<file path="src/rtl/multicycle_ctrl.sv">
// Multicycle CPU control unit.
// Sequences FETCH -> DECODE -> EXEC -> (MEM) -> (WB) for a small RISC-V style
// opcode subset, raises datapath strobes for each step and counts retired
// instructions. Unsupported opcodes park the controller in TRAP until reset.
module multicycle_ctrl #(
  parameter int CNT_W = 32
) (
  input  logic             clk,
  input  logic             rst_n,
  input  logic [6:0]       opcode,
  input  logic             imem_ack,
  input  logic             dmem_ack,
  input  logic             br_taken,
  output logic             imem_req,
  output logic             ir_we,
  output logic             dmem_req,
  output logic             dmem_we,
  output logic             alu_src_imm,
  output logic [1:0]       alu_op,
  output logic             rf_we,
  output logic [1:0]       wb_sel,
  output logic             pc_we,
  output logic [1:0]       pc_sel,
  output logic             retire,
  output logic             illegal,
  output logic [2:0]       state,
  output logic [CNT_W-1:0] retire_cnt
);

  typedef enum logic [2:0] {
    S_FETCH  = 3'd0,
    S_DECODE = 3'd1,
    S_EXEC   = 3'd2,
    S_MEM    = 3'd3,
    S_WB     = 3'd4,
    S_TRAP   = 3'd5
  } state_t;

  typedef enum logic [2:0] {
    C_R,
    C_IALU,
    C_LOAD,
    C_STORE,
    C_BRANCH,
    C_JALR,
    C_ILL
  } op_class_t;

  localparam logic [6:0] OP_R      = 7'b0110011;
  localparam logic [6:0] OP_IALU   = 7'b0010011;
  localparam logic [6:0] OP_LOAD   = 7'b0000011;
  localparam logic [6:0] OP_STORE  = 7'b0100011;
  localparam logic [6:0] OP_BRANCH = 7'b1100011;
  localparam logic [6:0] OP_JALR   = 7'b1100111;

  localparam logic [1:0] ALU_ADD   = 2'b00;
  localparam logic [1:0] ALU_CMP   = 2'b01;
  localparam logic [1:0] ALU_FUNCT = 2'b10;

  localparam logic [1:0] WB_ALU    = 2'b00;
  localparam logic [1:0] WB_LOAD   = 2'b01;
  localparam logic [1:0] WB_PC4    = 2'b10;

  localparam logic [1:0] PC_PLUS4  = 2'b00;
  localparam logic [1:0] PC_BRANCH = 2'b01;
  localparam logic [1:0] PC_JALR   = 2'b10;

  state_t    cur_state;
  state_t    next_state;
  op_class_t op_class;

  assign state = cur_state;

  // Classify the instruction register opcode into the supported groups.
  always_comb begin
    case (opcode)
      OP_R:      op_class = C_R;
      OP_IALU:   op_class = C_IALU;
      OP_LOAD:   op_class = C_LOAD;
      OP_STORE:  op_class = C_STORE;
      OP_BRANCH: op_class = C_BRANCH;
      OP_JALR:   op_class = C_JALR;
      default:   op_class = C_ILL;
    endcase
  end

  // Datapath strobes and next-state selection for the current step.
  always_comb begin
    // NOTE: every output gets a default before the case so no path leaves one
    // unassigned, which would otherwise infer a latch.
    imem_req    = 1'b0;
    ir_we       = 1'b0;
    dmem_req    = 1'b0;
    dmem_we     = 1'b0;
    alu_src_imm = 1'b0;
    alu_op      = ALU_ADD;
    rf_we       = 1'b0;
    wb_sel      = WB_ALU;
    pc_we       = 1'b0;
    pc_sel      = PC_PLUS4;
    retire      = 1'b0;
    illegal     = 1'b0;
    next_state  = cur_state;

    case (cur_state)
      S_FETCH: begin
        imem_req = 1'b1;
        if (imem_ack) begin
          ir_we      = 1'b1;
          next_state = S_DECODE;
        end
      end

      S_DECODE: begin
        next_state = (op_class == C_ILL) ? S_TRAP : S_EXEC;
      end

      S_EXEC: begin
        alu_src_imm = (op_class == C_IALU) || (op_class == C_LOAD) ||
                      (op_class == C_STORE) || (op_class == C_JALR);
        case (op_class)
          C_R, C_IALU: begin
            alu_op     = ALU_FUNCT;
            next_state = S_WB;
          end
          C_JALR:           next_state = S_WB;
          C_LOAD, C_STORE:  next_state = S_MEM;
          C_BRANCH: begin
            alu_op     = ALU_CMP;
            pc_we      = 1'b1;
            pc_sel     = br_taken ? PC_BRANCH : PC_PLUS4;
            retire     = 1'b1;
            next_state = S_FETCH;
          end
          default:          next_state = S_TRAP;
        endcase
      end

      S_MEM: begin
        dmem_req = 1'b1;
        dmem_we  = (op_class == C_STORE);
        if (dmem_ack) begin
          if (op_class == C_STORE) begin
            pc_we      = 1'b1;
            retire     = 1'b1;
            next_state = S_FETCH;
          end else begin
            next_state = S_WB;
          end
        end
      end

      S_WB: begin
        rf_we      = 1'b1;
        pc_we      = 1'b1;
        retire     = 1'b1;
        next_state = S_FETCH;
        case (op_class)
          C_LOAD:  wb_sel = WB_LOAD;
          C_JALR: begin
            wb_sel = WB_PC4;
            pc_sel = PC_JALR;
          end
          default: wb_sel = WB_ALU;
        endcase
      end

      S_TRAP: begin
        illegal    = 1'b1;
        next_state = S_TRAP;
      end

      default: next_state = S_FETCH;
    endcase

    // While reset is held every strobe is forced low so nothing downstream
    // (memories, PC, register file) acts on a half-initialised controller.
    if (!rst_n) begin
      imem_req    = 1'b0;
      ir_we       = 1'b0;
      dmem_req    = 1'b0;
      dmem_we     = 1'b0;
      alu_src_imm = 1'b0;
      alu_op      = ALU_ADD;
      rf_we       = 1'b0;
      wb_sel      = WB_ALU;
      pc_we       = 1'b0;
      pc_sel      = PC_PLUS4;
      retire      = 1'b0;
      illegal     = 1'b0;
    end
  end

  // State register and retired-instruction counter.
  always_ff @(posedge clk) begin
    // NOTE: sequential state uses non-blocking assignments so every register
    // samples the pre-edge values regardless of statement order.
    if (!rst_n) begin
      cur_state  <= S_FETCH;
      retire_cnt <= '0;
    end else begin
      cur_state <= next_state;
      if (retire) retire_cnt <= retire_cnt + CNT_W'(1);
    end
  end

endmodule

</file>
<file path="config.mk">
export PLATFORM = sky130hd
export DESIGN_NAME = multicycle_ctrl
export DESIGN_NICKNAME = d
export VERILOG_FILES = /design/src/rtl/multicycle_ctrl.sv
export SDC_FILE = /design/constraint.sdc
export NUM_CORES = 1
export LEC_CHECK = 0
export CAP_MARGIN = 30
export CORE_UTILIZATION = 46
export DETAILED_ROUTE_END_ITERATION = 10
export GPL_TIMING_DRIVEN = 1
export PLACE_DENSITY = 0.81
export SLEW_MARGIN = 10
export SYNTH_ARGS = -nofsm -noshare
export SYNTH_HDL_FRONTEND = slang
export SYNTH_SLANG_ARGS = --single-unit
</file>
<file path="constraint.sdc">
create_clock -name clk -period 2.85 [get_ports clk]
set_input_delay 0.285 -clock clk [delete_from_list [all_inputs] [get_ports clk]]
set_output_delay 0.285 -clock clk [all_outputs]
set_load 0.01 [all_outputs]
</file>
==> metrics <==
vias in the first global route 1862; net switching share of the total power 0.237; Final Util 0.680; worst path bufs/invs 3; DP Area 2650 sq um; setup TNS 0 ps; Top FF cell, synth dfxtp_1; total track usage 0.246; most common cell in the netlist dfxtp_1; remaining global-route overflow 0; Routability Congestion 0.917; WL final 5.19 mm; most frequent cell on the critical path clkdlybuf4s50_1; Worst Tran Pin Value 405 ps; crit-path cells clkdlybuf4s50_1 -> nand4bb_1 -> or4_1 -> and3_1 -> inv_1 -> clkdlybuf4s50_1; Mapped Area 1930 sq um; peak supply drop 0.152 mV; Post-synth top cells 35 x dfxtp_1, 23 x a21oi_1, 19 x nand2_1; initial antenna violation count 0; area leader, netlist dfxtp_1; clock latency on the worst-skew pair 290 ps; Leak Pwr 0.904 nW; Critical Path AT 2350 ps; Reg power frac 0.534; CP max stage delay 540 ps; Crit. End Element primary output; syn_nets 251; Slowest-stage cell, CP clkdlybuf4s50_1; clock buffer count from CTS 5; clock power share 0.373; Remaining DRCs 0; share of the synthesized area in the top cell type 0.363; Netlist cell types 47; DP Wirelength 3.83 mm; TritonCTS clock tree yes; Detailed Routing Iterations Pass 1 5; Core ar. 4030 sq um; die area 4460 sq um; Startpoint Class primary input; skew final 2.18 ps; die width 66.8 microns; io pins 62; Crit Path Max Fanout 4; largest net degree at the start of global routing 23; Final Max Tran Viols 0; Worst EP required 2570 ps; part of the cycle the worst path needs 0.924; clk root buf clkbuf_8; drt wl/cell 14.5 microns; cell-internal power 0.709 mW; Bufs on Longest Clock Path 2; Initial DRC Count 172; worst hold path class flop to flop; CTS clk-pin slew, worst paths 70 ps; EDFF count, synth 0; CTS sink cnt 35; Post-Syn Instances 238; die height 66.8 microns; max_slew headroom 0.723; layout cell share with drive strength beyond 1 0.0777; H-tree depth 2; Power Total 0.930 mW; Crit Path Category primary input to primary output; post-CTS setup buffer count 0; RSZ-0062 raised after global routing no; Comb pwr share 0.094; register area share after synthesis 0.363; crit-path leading delay family buffers and inverters; IO buf count 61; sw power 0.221 mW; drt via density 5.85; R2R Setup Slk 390 ps; outcome complete, no violations; DR vias 2100; Initial Utilization 0.479; Nets 321; Antenna Cells 0; syn_area_per_cell 8.11 sq um; FF+latch count, synth 35; final hold vios 0; Area Growth Syn to Fin 41.9%; Final setup viols 0; Final min period 2630 ps; first-pass GRT wire length 8.39 mm; Synth async-reset ratio 0; Rows 23; pwr/cell area 340 nW/um^2; # fillers 353; Area contributors post-synth dfxtp_1 36%, a21oi_1 6.0%, o31ai_1 3.9%, or4_1 3.9%, nand2_1 3.7%; Post-CTS Resized 0; Fmax 380 MHz; Ys Warns 0; hold buffer count at CTS 0; Design Area, Final 2740 sq um; Post-DRT Antenna Nets 0; Max Cap Violations 0
==> registers in the layout (all words and copies together) (netlist names) <==
| register | flops |
|---|---|
| retire_cnt | 32 |
| state | 3 |
==> layout by cell type, fill, tap and decap left out, types with 2 or more instances in the layout <==
| cell type | n |
|---|---|
| and4_1 | 4 |
| o31ai_1 | 10 |
| o41ai_1 | 3 |
| or3_1 | 8 |
| a21o_1 | 2 |
| dfxtp_1 | 35 |
| or4_1 | 10 |
| clkdlybuf4s50_1 | 61 |
| and3_1 | 6 |
| nand3b_1 | 2 |
| nand3_1 | 10 |
| nand2b_1 | 2 |
| clkbuf_1 | 2 |
| nor2b_1 | 3 |
| nor3b_1 | 2 |
| and3b_1 | 3 |
| mux2i_1 | 3 |
| nand2_1 | 19 |
| buf_4 | 16 |
| nor3_1 | 4 |
| nand4bb_1 | 2 |
| xnor2_1 | 4 |
| nand4_1 | 9 |
| o21ai_0 | 11 |
| a21oi_1 | 23 |
| and2_1 | 2 |
| o21a_1 | 4 |
| a311oi_1 | 4 |
| clkbuf_8 | 5 |
| nor2_1 | 11 |
| inv_1 | 11 |
==> metrics by stage <==
stage / instances / setup slack [ps] / hold slack [ps]
2_1_floorplan: 238 / 562 / 453
3_5_place_dp: 351 / 57.1 / 472
3_3_place_gp: 351 / 187 / 448
5_1_grt: 359 / 79.7 / 508
4_1_cts: 359 / 187 / 485
6_report: 359 / 218 / 476
==> power groups by stage <==
stage / Sequential (mW) / Combinational [mW] / Clock (mW)
6_report: 0.496 / 0.0870 / 0.347
3_3_place_gp: 0.508 / 0.0845 / 0
5_1_grt: 0.497 / 0.0948 / 0.367
4_1_cts: 0.496 / 0.0867 / 0.353
3_5_place_dp: 0.507 / 0.0864 / 0
2_1_floorplan: 0.507 / 0.0418 / 0
==> cell families after synthesis <==
logic type / count (synthesis) / synth area share
AOI/OAI and AO/OA: 65 / 0.215
muxes: 3 / 0.0156
and+or+nand+nor: 103 / 0.317
xor gates and xnor gates: 5 / 0.0227
adders and majority gates: 1 / 0.00648
DFF: 35 / 0.363
buffers and inverters: 26 / 0.0609
==> worst paths after layout <==
path | start | end | cells after the start
setup reg to reg | state[0] | retire_cnt[10] | 6
hold / removal | retire_cnt[31] | retire_cnt[31] | 1
setup / recovery | rst_n | retire | 6
hold reg to reg | retire_cnt[31] | retire_cnt[31] | 1
==> final cells by class <==
cell class	instances	area (sq um)	area share
timing repair buffer	77	731	0.267
multi-input combinational	177	1120	0.408
tap	50	62.6	0.0228
inverter	12	45.0	0.0164
clock inverter	1	5.00	0.00183
clock buffer	7	76.3	0.0279
sequential	35	701	0.256
==> layer usage <==
layer  routed length, microns  track usage  vias up  part of all wire
met1                     2340        0.302      976              0.45
met3                      289       0.0514        7             0.056
met5                        0            0        -                 0
met2                     2500        0.426       73              0.48
met4                       58       0.0771        0             0.011
li1                         -            -     1044                 -
Power figures use the tool's default switching activity.
